<file path="config.mk">
export PLATFORM = sky130hd
export DESIGN_NAME = supernova_rob_wb_arbiter_flat
export DESIGN_NICKNAME = d
export VERILOG_FILES = /design/src/rtl/supernova_rob_wb_arbiter_pkg.sv /design/src/rtl/supernova_rob_wb_arbiter_if.sv /design/src/rtl/supernova_rob_wb_arbiter_rr_pick.sv /design/src/rtl/supernova_rob_wb_arbiter.sv /design/src/flat_wrapper.sv
export SDC_FILE = /design/constraint.sdc
export NUM_CORES = 1
export LEC_CHECK = 0
export ABC_AREA = 1
export CORE_AREA = 2 2 260 262
export CTS_CLUSTER_SIZE = 20
export DETAILED_ROUTE_END_ITERATION = 10
export DIE_AREA = 0 0 262 264
export GPL_TIMING_DRIVEN = 0
export PLACE_DENSITY = 0.56
export SLEW_MARGIN = 10
export SYNTH_ARGS = -nofsm -noshare
export SYNTH_HDL_FRONTEND = slang
export SYNTH_HIERARCHICAL = 1
export SYNTH_SLANG_ARGS = --single-unit
</file>
<file path="constraint.sdc">
create_clock -name clk -period 10.8 [get_ports clk]
set_clock_uncertainty 0.05 [all_clocks]
set_input_delay 1.62 -clock clk [delete_from_list [all_inputs] [get_ports clk]]
set_output_delay 1.62 -clock clk [all_outputs]
set_load 0.01 [all_outputs]
</file>
<file path="src/rtl/supernova_rob_wb_arbiter_pkg.sv">
// Shared widths, the writeback request payload and the rotating-index helper for the ROB writeback arbiter.
package supernova_rob_wb_arbiter_pkg;

    localparam int COMMIT_WIDTH  = 2;
    localparam int NUM_CORES     = 4;
    localparam int ROB_IDX_WIDTH = 6;
    localparam int REG_WIDTH     = 64;
    localparam int ADDR_WIDTH    = 32;
    localparam int WB_NUM_REQ    = 4;

    typedef struct packed {
        logic [ROB_IDX_WIDTH-1:0] rob_idx;
        logic [REG_WIDTH-1:0]     data;
        logic                     exception;
        logic [ADDR_WIDTH-1:0]    trap_cause;
    } wb_req_t;

    // Operands are always below 2*n, so one conditional subtract replaces a modulo.
    function automatic int rr_wrap(input int idx, input int n);
        return (idx >= n) ? (idx - n) : idx;
    endfunction

endpackage

</file>
<file path="src/rtl/supernova_rob_wb_arbiter_if.sv">
// Requester-side handshake, commit-side writeback bus and flush controls of the ROB writeback arbiter.
// The slave modport is the arbiter's view; master is the surrounding pipeline's view.
interface supernova_rob_wb_arbiter_if
    import supernova_rob_wb_arbiter_pkg::*;
#(
    parameter int NUM_REQ   = WB_NUM_REQ,
    parameter int NUM_PORTS = COMMIT_WIDTH
);

    logic [NUM_REQ-1:0]                     req_valid_in;
    logic [NUM_REQ-1:0]                     req_ready_out;
    logic [NUM_REQ-1:0][ROB_IDX_WIDTH-1:0]  req_rob_idx_in;
    logic [NUM_REQ-1:0][REG_WIDTH-1:0]      req_data_in;
    logic [NUM_REQ-1:0]                     req_exception_in;
    logic [NUM_REQ-1:0][ADDR_WIDTH-1:0]     req_trap_cause_in;

    logic [NUM_PORTS-1:0]                   rob_wb_valid_out;
    logic [NUM_PORTS-1:0][ROB_IDX_WIDTH-1:0] rob_wb_idx_out;
    logic [NUM_PORTS-1:0][REG_WIDTH-1:0]    rob_wb_data_out;
    logic [NUM_PORTS-1:0]                   rob_wb_exception_out;
    logic [NUM_PORTS-1:0][ADDR_WIDTH-1:0]   rob_wb_trap_cause_out;

    logic                                   redirect_valid_in;
    logic [NUM_CORES-1:0]                   squash_in;
    logic                                   is_speculating_l2_in;
    logic [31:0]                            contention_cnt_out;

    modport slave (
        input  req_valid_in, req_rob_idx_in, req_data_in, req_exception_in, req_trap_cause_in,
        input  redirect_valid_in, squash_in, is_speculating_l2_in,
        output req_ready_out,
        output rob_wb_valid_out, rob_wb_idx_out, rob_wb_data_out, rob_wb_exception_out,
        output rob_wb_trap_cause_out, contention_cnt_out
    );

    modport master (
        output req_valid_in, req_rob_idx_in, req_data_in, req_exception_in, req_trap_cause_in,
        output redirect_valid_in, squash_in, is_speculating_l2_in,
        input  req_ready_out,
        input  rob_wb_valid_out, rob_wb_idx_out, rob_wb_data_out, rob_wb_exception_out,
        input  rob_wb_trap_cause_out, contention_cnt_out
    );

endinterface

</file>
<file path="src/rtl/supernova_rob_wb_arbiter_rr_pick.sv">
// Rotating-priority first-one picker: scans from ptr upward (wrapping) and returns the first
// requester that is valid and not blocked. Purely combinational.
module supernova_rr_pick
    import supernova_rob_wb_arbiter_pkg::*;
#(
    parameter int N     = 4,
    parameter int PTR_W = (N > 1) ? $clog2(N) : 1
) (
    input  logic [N-1:0]     req,
    input  logic [N-1:0]     mask,
    input  logic [PTR_W-1:0] ptr,
    output logic             gnt_vld,
    output logic [PTR_W-1:0] gnt_idx,
    output logic [N-1:0]     gnt
);

    logic [N-1:0]     elig;
    logic [PTR_W-1:0] idx;

    assign elig = req & ~mask;

    always_comb begin
        gnt_vld = 1'b0;
        gnt_idx = '0;
        gnt     = '0;
        idx     = '0;
        for (int off = 0; off < N; off++) begin
            idx = PTR_W'(rr_wrap(int'(ptr) + off, N));
            if (!gnt_vld && elig[idx]) begin
                gnt_vld  = 1'b1;
                gnt_idx  = idx;
                gnt[idx] = 1'b1;
            end
        end
    end

endmodule

</file>
<file path="src/rtl/supernova_rob_wb_arbiter.sv">
// Round-robin arbiter sharing NUM_PORTS ROB writeback ports among NUM_REQ result sources; 1-cycle registered output.
// Ready is combinational (grant & ~flush); no queue is held, so ungranted requesters simply wait holding valid.
module supernova_rob_wb_arbiter
    import supernova_rob_wb_arbiter_pkg::*;
#(
    parameter int HART_ID   = 0,
    parameter int NUM_REQ   = WB_NUM_REQ,
    parameter int NUM_PORTS = COMMIT_WIDTH
) (
    input logic                       clk,
    input logic                       rst_n,
    supernova_rob_wb_arbiter_if.slave bus
);

    localparam int PTR_W = (NUM_REQ > 1) ? $clog2(NUM_REQ) : 1;

    logic                            flush;
    logic [PTR_W-1:0]                rr_ptr;
    logic [PTR_W-1:0]                next_ptr;
    logic [PTR_W-1:0]                last_src;
    logic [NUM_PORTS-1:0]            port_vld;
    logic [NUM_PORTS-1:0][PTR_W-1:0] port_src;
    logic [NUM_REQ-1:0]              grant;
    logic                            any_grant;
    logic                            contended;
    logic [31:0]                     contention_cnt;

    wb_req_t [NUM_REQ-1:0]           req_pl;
    wb_req_t [NUM_PORTS-1:0]         wb_pl;
    logic    [NUM_PORTS-1:0]         wb_vld;

    assign flush = bus.redirect_valid_in | (bus.is_speculating_l2_in & bus.squash_in[HART_ID]);

    always_comb begin
        req_pl = '0;
        for (int i = 0; i < NUM_REQ; i++) begin
            req_pl[i].rob_idx    = bus.req_rob_idx_in[i];
            req_pl[i].data       = bus.req_data_in[i];
            req_pl[i].exception  = bus.req_exception_in[i];
            req_pl[i].trap_cause = bus.req_trap_cause_in[i];
        end
    end

    // Each port's picker starts from the same rr_ptr but skips everything earlier ports took,
    // so port k ends up with the k-th valid requester in scan order.
    for (genvar k = 0; k < NUM_PORTS; k++) begin : g_port
        logic [NUM_REQ-1:0] blocked;
        logic [NUM_REQ-1:0] gnt;
        logic [NUM_REQ-1:0] taken;

        if (k == 0) begin : g_first
            assign blocked = '0;
        end else begin : g_next
            assign blocked = g_port[k-1].taken;
        end

        supernova_rr_pick #(
            .N     (NUM_REQ),
            .PTR_W (PTR_W)
        ) u_pick (
            .req     (bus.req_valid_in),
            .mask    (blocked),
            .ptr     (rr_ptr),
            .gnt_vld (port_vld[k]),
            .gnt_idx (port_src[k]),
            .gnt     (gnt)
        );

        assign taken = blocked | gnt;

        assign bus.rob_wb_idx_out[k]        = wb_pl[k].rob_idx;
        assign bus.rob_wb_data_out[k]       = wb_pl[k].data;
        assign bus.rob_wb_exception_out[k]  = wb_pl[k].exception;
        assign bus.rob_wb_trap_cause_out[k] = wb_pl[k].trap_cause;
    end

    assign grant     = g_port[NUM_PORTS-1].taken;
    assign any_grant = |port_vld;
    assign contended = |(bus.req_valid_in & ~grant);

    // Ports fill in scan order, so the highest granted port holds the last requester served.
    always_comb begin
        last_src = '0;
        for (int k = 0; k < NUM_PORTS; k++) begin
            if (port_vld[k]) begin
                last_src = port_src[k];
            end
        end
    end

    assign next_ptr = PTR_W'(rr_wrap(int'(last_src) + 1, NUM_REQ));

    assign bus.req_ready_out        = grant & {NUM_REQ{~flush & rst_n}};
    assign bus.rob_wb_valid_out     = wb_vld;
    assign bus.contention_cnt_out   = contention_cnt;

    always_ff @(posedge clk or negedge rst_n) begin
        if (!rst_n) begin
            rr_ptr         <= '0;
            contention_cnt <= '0;
        end else begin
            if (any_grant && !flush) begin
                rr_ptr <= next_ptr;
            end
            if (contended && !flush && (contention_cnt != 32'hFFFF_FFFF)) begin
                contention_cnt <= contention_cnt + 32'd1;
            end
        end
    end

    // A flush cycle still registers nothing valid, which kills the writeback granted in it.
    always_ff @(posedge clk or negedge rst_n) begin
        if (!rst_n) begin
            wb_vld <= '0;
            wb_pl  <= '0;
        end else begin
            for (int k = 0; k < NUM_PORTS; k++) begin
                wb_vld[k] <= port_vld[k] & ~flush;
                if (port_vld[k]) begin
                    wb_pl[k] <= req_pl[port_src[k]];
                end
            end
        end
    end

endmodule

</file>
<file path="src/flat_wrapper.sv">
// flat-port wrapper written by rule: the top's interface ports become plain ports
module supernova_rob_wb_arbiter_flat import supernova_rob_wb_arbiter_pkg::*;
#(
    parameter int HART_ID   = 0,
    parameter int NUM_REQ   = WB_NUM_REQ,
    parameter int NUM_PORTS = COMMIT_WIDTH
)
  (clk, rst_n, bus_req_valid_in, bus_req_rob_idx_in, bus_req_data_in, bus_req_exception_in, bus_req_trap_cause_in, bus_redirect_valid_in, bus_squash_in, bus_is_speculating_l2_in, bus_req_ready_out, bus_rob_wb_valid_out, bus_rob_wb_idx_out, bus_rob_wb_data_out, bus_rob_wb_exception_out, bus_rob_wb_trap_cause_out, bus_contention_cnt_out);
  supernova_rob_wb_arbiter_if #(.NUM_REQ(NUM_REQ), .NUM_PORTS(NUM_PORTS)) bus_i ();
  input logic clk;
  input logic rst_n;
  input wire logic [$bits(bus_i.req_valid_in)-1:0] bus_req_valid_in;
  input wire logic [$bits(bus_i.req_rob_idx_in)-1:0] bus_req_rob_idx_in;
  input wire logic [$bits(bus_i.req_data_in)-1:0] bus_req_data_in;
  input wire logic [$bits(bus_i.req_exception_in)-1:0] bus_req_exception_in;
  input wire logic [$bits(bus_i.req_trap_cause_in)-1:0] bus_req_trap_cause_in;
  input wire logic [$bits(bus_i.redirect_valid_in)-1:0] bus_redirect_valid_in;
  input wire logic [$bits(bus_i.squash_in)-1:0] bus_squash_in;
  input wire logic [$bits(bus_i.is_speculating_l2_in)-1:0] bus_is_speculating_l2_in;
  output wire logic [$bits(bus_i.req_ready_out)-1:0] bus_req_ready_out;
  output wire logic [$bits(bus_i.rob_wb_valid_out)-1:0] bus_rob_wb_valid_out;
  output wire logic [$bits(bus_i.rob_wb_idx_out)-1:0] bus_rob_wb_idx_out;
  output wire logic [$bits(bus_i.rob_wb_data_out)-1:0] bus_rob_wb_data_out;
  output wire logic [$bits(bus_i.rob_wb_exception_out)-1:0] bus_rob_wb_exception_out;
  output wire logic [$bits(bus_i.rob_wb_trap_cause_out)-1:0] bus_rob_wb_trap_cause_out;
  output wire logic [$bits(bus_i.contention_cnt_out)-1:0] bus_contention_cnt_out;
  assign bus_i.req_valid_in = bus_req_valid_in;
  assign bus_i.req_rob_idx_in = bus_req_rob_idx_in;
  assign bus_i.req_data_in = bus_req_data_in;
  assign bus_i.req_exception_in = bus_req_exception_in;
  assign bus_i.req_trap_cause_in = bus_req_trap_cause_in;
  assign bus_i.redirect_valid_in = bus_redirect_valid_in;
  assign bus_i.squash_in = bus_squash_in;
  assign bus_i.is_speculating_l2_in = bus_is_speculating_l2_in;
  assign bus_req_ready_out = bus_i.req_ready_out;
  assign bus_rob_wb_valid_out = bus_i.rob_wb_valid_out;
  assign bus_rob_wb_idx_out = bus_i.rob_wb_idx_out;
  assign bus_rob_wb_data_out = bus_i.rob_wb_data_out;
  assign bus_rob_wb_exception_out = bus_i.rob_wb_exception_out;
  assign bus_rob_wb_trap_cause_out = bus_i.rob_wb_trap_cause_out;
  assign bus_contention_cnt_out = bus_i.contention_cnt_out;
  supernova_rob_wb_arbiter #(.HART_ID(HART_ID), .NUM_REQ(NUM_REQ), .NUM_PORTS(NUM_PORTS)) u_core (.clk(clk), .rst_n(rst_n), .bus(bus_i));
endmodule
</file>
# == After elaboration in Yosys (flattened, before gate mapping) ==
# Index checks and enable logic that the tools add are counted.
# Widths: inputs -> output; s select.
# totals
out_inout_bits,244
register_bits,242
elab_cells,136
input_bits,424
# classes
n_eq_ne,1
mux,59
magnitude_cmp,15
bitwise_logic,18
add_sub_neg,10
reduce_logical,22
# ops
operator,count
$bmux 103 s2,2
$mux 103,2
$add 32x1->32 const B,1
$mux 4,8
$ne 32x32->1 const B,1
$mux 2,15
$or 4x4->4,7
$mux 1,20
$lt 2x3->1 const B,6
$bmux 1 s2,8
$logic_and 1x1->1,13
$and 4x4->4,3
$ge 3x3->1 const B,4
$sub 2x1->2 const B,5
$demux 1 s2,4
$ge 2x1->1 const B,4
$not 4->4,2
$logic_not 1->1,7
$add 2x1->3 const B,2
$add 2x2->3 const B,2
$and 1x1->1,4
$reduce_or 4->1,1
$ge 2x3->1 const B,1
$reduce_or 2->1,1
other kinds (2),2

# == Depth between registers and ports, before layout ==
# logic_depth
ltp_word,34
depth_mapped,28
depth_no_buf,27

# == Modules after synthesis ==
# Netlist, hierarchy kept.
# modules_own_cells
module,area_each_um2,n_inst,cells_per_inst,seq_area_each_um2
supernova_rob_wb_arbiter,15564.9,1,2229,6055.8
supernova_rr_pick,508.0,2,91,0.0

# == Worst setup path before layout ==
# Ideal clock, no wire load.
# synth_timing
path_type,input to output
startpoint,input bus_req_valid_in[1]
endpoint,output bus_req_ready_out[0]
stages,18
path_slack_ns,5.864
arrival_ns,3.266
n_path_buf,0
required_ns,9.130
cell_sequence,nand3_1 -> nand2_1 -> nand2_1 -> nand2_4 -> nand3_2 -> nor2_1 -> nor2_1 -> nand2_1 -> inv_1 -> nand3_1 -> nand3_2 -> nand2_4 -> nand2_4 -> nor2_8 -> nand3_1 -> nand2_1 -> inv_1 -> a21oi_1
# synth_between
elab_chain_len,28
elab_cells_between_ends,52
cone_classes,mux: 30; bitwise: 10; reduce/logical: 12
# synth_rtl
element,line,text
"start, declared",flat_wrapper.sv:12,input wire logic [$bits(bus_i.req_valid_in)-1:0] bus_req_valid_in;
$bmux 1 s2,supernova_rob_wb_arbiter_rr_pick.sv:29,if (!gnt_vld && elig[idx]) begin
$mux 1 (not written as such),supernova_rob_wb_arbiter_rr_pick.sv:29,
$mux 1,supernova_rob_wb_arbiter_rr_pick.sv:29,
$logic_not 1->1,supernova_rob_wb_arbiter_rr_pick.sv:29,
$logic_and 1x1->1,supernova_rob_wb_arbiter_rr_pick.sv:29,
$mux 1,supernova_rob_wb_arbiter_rr_pick.sv:29,
$logic_not 1->1,supernova_rob_wb_arbiter_rr_pick.sv:29,
$logic_and 1x1->1,supernova_rob_wb_arbiter_rr_pick.sv:29,
(+4 left out),--,
named net u_core.g_port[0].gnt[3],supernova_rob_wb_arbiter.sv:48,logic [NUM_REQ-1:0] gnt;
(+9 left out),--,
$logic_and 1x1->1,supernova_rob_wb_arbiter_rr_pick.sv:29,
$mux 1,supernova_rob_wb_arbiter_rr_pick.sv:29,
$logic_not 1->1,supernova_rob_wb_arbiter_rr_pick.sv:29,
$logic_and 1x1->1,supernova_rob_wb_arbiter_rr_pick.sv:29,
$mux 4 (*),supernova_rob_wb_arbiter_rr_pick.sv:29,
named net u_core.g_port[1].gnt[0],supernova_rob_wb_arbiter.sv:48,
$or 4x4->4 (*),supernova_rob_wb_arbiter.sv:69,assign taken = blocked | gnt;
$and 4x4->4 (*),supernova_rob_wb_arbiter.sv:93,assign bus.req_ready_out = grant & {NUM_REQ{~flush & rst_n}};
"end, declared",flat_wrapper.sv:20,output wire logic [$bits(bus_i.req_ready_out)-1:0] bus_req_ready_out;
# The timed path passes the listed nets; every way through them passes the cells marked *. The select of a mux whose other input is x is not followed.

# == Final worst setup path ==
# layout_timing
startpoint,input bus_req_valid_in[1]
endpoint,output bus_req_ready_out[1]
# The elaborated chain is that of the path after synthesis.

==> metrics <==
status complete, no violations; die area 69200 um2; largest net degree at the start of global routing 97; adder-cell share of the synthesized area 1.13%; worst rel slew slack 19.9%; Distinct cells, synth 31; unrepaired setup endpoints after global routing false; Core Box Area 66600 um2; Levels on crit path 20; Yosys top cell by area dfrtp_1; Synth Instances 2411; XOR/XNOR share of the synthesized area 0.687%; worst r2r path cells 25; Final setup viols 0; startpoint types input port; clock tree sinks 242; Tightest Pin Transition 1.20 ns; first-pass GRT wire length 144 mm; Routed Antenna Nets 0; total of max-cap violations 0; LEAKAGE 10.4 nW; Post-synth EDFFs 0; PortBufs 664; placed insts 3953; iteration count of the initial detailed-routing pass 6; Final Hold Viols 0; crit end category output pin; CP Data Required Time 9.13 ns; Clock Latency Late Sink 0.55 ns; vias in the first global route 20600; sequential area share after synthesis 36.5%; Initial Utilization 24.9%; fin crit share 60.2%; CTS Buf Count 36; mapped cell area 16600 um2; DIE WIDTH 262 um; multi-input logic area 8720 um2; power density over the cells 457 nW/um2; ranking of synthesized cells by area dfrtp_1, nand2_1, o211ai_1; Clock Path Buffers 3; fin cells 4041; final setup margin 4.29 ns; ys async rst share 100%; power consumption 11.7 mW; simple-gate share of the synthesized area 20.5%; Worst Setup EP bus_req_ready_out[1]; WL/cell 25.1 um; post-DP HPWL 78.5 mm; Peak VDD IR 0.209 mV; I/O pin count 668; initial antenna violation count 38; Chip Height 264 um; share of cells above drive strength 1 4.45%; Critical Path, Cell by Cell clkdlybuf4s50_1, nand3_1, nand2_1, nand2_1, nand2_4, nand3_2, nor2_1, nor2_1, nand2_1, inv_1, nand3_1, nand3_2, nand2_4, nand3_2, nor2_1, nor2_1, nand2_1, inv_1, a21oi_1, clkdlybuf4s50_1; gr usage total 28.5%; most frequent cell after synthesis nand2_1; slowest cell on the critical path clkdlybuf4s50_1; fin nets 3557; RR Endpoint u_core/bus.rob_wb_trap_cause_out[33]$_DFFE_PN0P_; Starting DRT DRC Count 2167; gr ovfl total 0; max incr delay on CP 0.59 ns; mux contribution to synthesized area 0%; routability cong. 0.970; FMAX 154 MHz; reg2reg setup slack 5.47 ns; via count 21000; post-synth top area share 36.5%; WP data arrival 4.84 ns; Total Wirelength 101 mm; CTS tree done; complex-gate fraction of the synthesized area 30.2%; postcts setup bufs 0; Max H-tree Level 2; Fin Hold WS 0.484 ns; max-slew violation count 0; FF+latch count, synth 242; clk root buf clkbuf_16; filler instances 7154; P&R area growth vs syn 54.5%; ys flop type dfrtp_1; critical path startpoint bus_req_valid_in[1]; Reg area 6060 um2; reg2reg start u_core/rr_ptr[1]$_DFFE_PN0P_; yosys warns 6; Clock Pin Slew Worst Setup and Hold Paths 0.05 ns; minimum clock period after layout 6.51 ns; Via-to-Cell Ratio 5.19; post_cts resized 0; syn avg cell area 6.88 um2; Final Util 38.5%; synth cell count leaders nand2_1, nor2_1, inv_1, dfrtp_1, a21oi_1; row cnt 95; crit-path max FO 9; largest family of logic cells by synthesized area compound AO/OA/AOI/OAI gates; # hold bufs at CTS 0; Crit path max-delay family simple AND/OR/NAND/NOR gates; critical setup path kind in2out; dpl ws 4.28 ns; DRC viols 0; Bufs and invs on worst path 4; hold crit path type reg2reg
-- logic make-up (layout without fill, tap and decap cells) --
logic type / count (synthesis) / in the layout
AOI/OAI and AO/OA: 843 / 843
xor gates and xnor gates: 13 / 13
adders and majority gates: 15 / 15
buffers and inverters: 461 / 1191
DFF: 242 / 242
other: 1 / 28
and+or+nand+nor: 836 / 836
-- per-layer routing --
layer	up-vias	global-route usage, %	routed length (um)
met1	9933	34.8	39400
li1	9671	-	-
met2	1126	46.2	47300
met3	225	8.50	10100
met5	-	0	159
met4	24	12.3	4520
-- power breakdown --
part / internal, mW / switching [mW]
clock network: 0.721 / 0.477
registers: 1.46 / 0.321
logic: 2.92 / 5.80
total: 5.10 / 6.60
-- worst min path at each step --
stage	from	end	slack, ns	cells past startpoint
2_1_floorplan	u_core/bus.contention_cnt_out[31]$_DFFE_PN0P_	u_core/bus.contention_cnt_out[31]$_DFFE_PN0P_	0.52	2
3_3_place_gp	u_core/bus.rob_wb_exception_out[1]$_DFFE_PN0P_	u_core/bus.rob_wb_exception_out[1]$_DFFE_PN0P_	0.47	2
3_5_place_dp	u_core/bus.rob_wb_data_out[65]$_DFFE_PN0P_	u_core/bus.rob_wb_data_out[65]$_DFFE_PN0P_	0.48	2
4_1_cts	u_core/bus.rob_wb_data_out[65]$_DFFE_PN0P_	u_core/bus.rob_wb_data_out[65]$_DFFE_PN0P_	0.49	2
5_1_grt	u_core/bus.rob_wb_data_out[44]$_DFFE_PN0P_	u_core/bus.rob_wb_data_out[44]$_DFFE_PN0P_	0.50	2
6_report	u_core/bus.rob_wb_data_out[65]$_DFFE_PN0P_	u_core/bus.rob_wb_data_out[65]$_DFFE_PN0P_	0.48	2
-- cells in the final DEF, fill, tap and decap left out, types with 3 or more instances in the layout --
| cell | instances |
|---|---|
| clkdlybuf4s50_1 | 663 |
| nand2_1 | 463 |
| nor2_1 | 284 |
| inv_1 | 267 |
| dfrtp_1 | 242 |
| a21oi_1 | 212 |
| o21ai_0 | 211 |
| o211ai_1 | 206 |
| a31oi_1 | 206 |
| clkbuf_1 | 128 |
| nand3_1 | 61 |
| buf_2 | 48 |
| clkbuf_16 | 37 |
| diode_2 | 24 |
| buf_1 | 19 |
| ha_1 | 15 |
| nand3_2 | 10 |
| xor2_1 | 8 |
| nand2_4 | 7 |
| clkbuf_8 | 6 |
| nand2_2 | 5 |
| xnor2_1 | 5 |
| inv_2 | 4 |
| conb_1 | 4 |
| clkinvlp_4 | 3 |
| buf_4 | 3 |
| o21ai_1 | 3 |
-- worst reg2reg max path: cells and delay by family, from the launching register on --
family                     cells  cell delay [ns]
adders and majority gates      1             0.42
AOI/OAI and AO/OA              3             0.39
and+or+nand+nor               14             1.44
buffers and inverters          7             2.12
DFF                            1             0.78
-- registers in the layout, indices dropped and copies added, names as in the netlist --
name                              cells
u_core/bus.rob_wb_idx_out            12
u_core/bus.rob_wb_trap_cause_out     64
u_core/bus.rob_wb_valid_out           2
u_core/bus.rob_wb_data_out          128
u_core/bus.contention_cnt_out        32
u_core/bus.rob_wb_exception_out       2
u_core/rr_ptr                         2
-- per-stage QoR --
step | setup TNS, ns | area [um2]
2_1_floorplan | 0 | 16600
3_3_place_gp | -928.56 | 24300
5_1_grt | 0 | 25600
4_1_cts | 0 | 25600
6_report | 0 | 25600
3_5_place_dp | 0 | 24400
-- layout make-up --
cell class                      count  share of cell area, %
Buffer                            189                   3.11
Antenna cell                       24                  0.234
Sequential cell                   242                   23.6
Clock buffer                       55                   4.11
Timing Repair Buffer              666                   26.2
Inverter                          272                   4.00
Clock inverter                      9                  0.430
Multi-Input combinational cell   1711                   34.0
Tap cell                          873                   4.26
Note: power is estimated with default switching activity, not from simulation.
==> edit: new RTL, same settings <==
`WB_NUM_REQ`: 4 -> 2.
--- a/src/rtl/supernova_rob_wb_arbiter_pkg.sv
+++ b/src/rtl/supernova_rob_wb_arbiter_pkg.sv
@@ -8,3 +8,3 @@
     localparam int ADDR_WIDTH    = 32;
-    localparam int WB_NUM_REQ    = 4;
+    localparam int WB_NUM_REQ    = 2;
 
Interface: changed (6 resized); port bits go from 668 to 458. No check against the original RTL was run, so the function may have changed too.
==> edit against the unedited design <==
Global-route usage fell by 13 points. Fmax grew 25%. Sequential cell count fell by 1. Largest cell class is now flip-flops and latches. Highest routed layer unchanged. Total power is 73% lower. Critical path type unchanged. Wire length decreased by 44%. Area after synthesis decreased by 30%. Critical path depth is 8 lower. Worst setup slack gained 1.3 ns. Design area shrank 28%.
==> edit: results (changes against the unedited design) <==
* Port bufs at 454 (was 664)
* Initial antenna violation count at 3 (was 38)
* Dpl ws at 5.35 ns (was 4.28 ns)
* Share of layout cells above drive strength 1 at 4.16% (was 4.45%)
* Internal cell power at 0.00214 W (was 0.00510 W)
* Worst Reg2Reg Path Length in Cells at 11 (was 25)
* Largest net degree at the start of global routing at 101 (was 97)
* Netlist cell types at 26 (was 31)
* Worst Tran Pin Value at 1.12 ns (was 1.20 ns)
* VDD IR max at 0.105 mV (was 0.209 mV)
* Total GRT Usage at 15.8% (was 28.5%)
* GR Util met1 at 19.5% (was 34.8%)
* Post-synthesis average cell area at 7.59 µm² (was 6.88 µm²)
* CP endpoint: bus_req_ready_out[0] (was bus_req_ready_out[1])
* Crit path max-delay family: buffers and inverters (was simple AND/OR/NAND/NOR gates)
* Top cells by count, synth: 412 x nand2_1, 406 x o21ai_0, 262 x nor2_1 (was 463 x nand2_1, 284 x nor2_1, 267 x inv_1)
* R2r endpoint: u_core/bus.rob_wb_data_out[64]$_DFFE_PN0P_ (was u_core/bus.rob_wb_trap_cause_out[33]$_DFFE_PN0P_)
* Placed insts at 2,860 (was 3,953)
* Outcome: finished, final reports clean (unchanged)
* Post-DP HPWL at 42.2 mm (was 78.5 mm)
* Vias in the first global route at 12,689 (was 20,627)
* CTS Buf Count at 30 (was 36)
* WL/cell at 19.4 µm (was 25.1 µm)
* First-pass GRT wire length at 82.0 mm (was 144 mm)
* GR Util met3 at 4.63% (was 8.50%)
* Worst Hold Path EP: u_core/bus.rob_wb_data_out[67]$_DFFE_PN0P_ (was u_core/bus.rob_wb_data_out[65]$_DFFE_PN0P_)
* Fin worst setup slack at 5.58 ns (was 4.29 ns)
* Leakage at 7.52 nW (was 10.4 nW)
* XOR/XNOR Fraction of Synth Area at 0.983% (was 0.687%)
* CP max FO at 5 (was 9)
* Synthesized-area fraction occupied by adder cells at 0.108% (was 1.13%)
* Synth top area cells: dfrtp_1 52%, o21ai_0 18%, nand2_1 13% (was dfrtp_1 37%, nand2_1 10%, o211ai_1 9.3%)
* Post-synthesis sequential area ratio at 52.0% (was 36.5%)
edit: cell types whose count changed after synthesis, sizes merged, moves of 59 or more:
cell | before | now
o211ai | 206 | 0
a31oi | 206 | 0
o21ai | 214 | 421
inv | 272 | 46
nand2 | 475 | 416
a21oi | 212 | 4
edit: cells by family after synthesis:
group | after synthesis
flip-flops | 241
XOR/XNOR | 13
buffers and inverters | 141
AND/OR/NAND/NOR | 704
other | 1
AO/OA/AOI/OAI | 425
adder cells (fa/ha/maj) | 1
edit: cell type report:
class,count,area [µm²]
multi-input combinational,1148,5000
timing repair buffer,457,4610
tap,873,1090
sequential,241,6030
antenna,1,2.50
inverter,48,183
clock buffer,42,886
buffer,93,393
clock inverter,12,149
fill,7245,48200
edit: power by group through the flow:
stage               registers [W]  logic, W  clock network, W
floorplan                 0.00124  0.000261                 0
global placement          0.00118  0.000957                 0
detailed placement        0.00118  0.000958                 0
CTS                       0.00117  0.000961           0.00112
global route              0.00119   0.00104           0.00114
finish                    0.00117  0.000949           0.00108
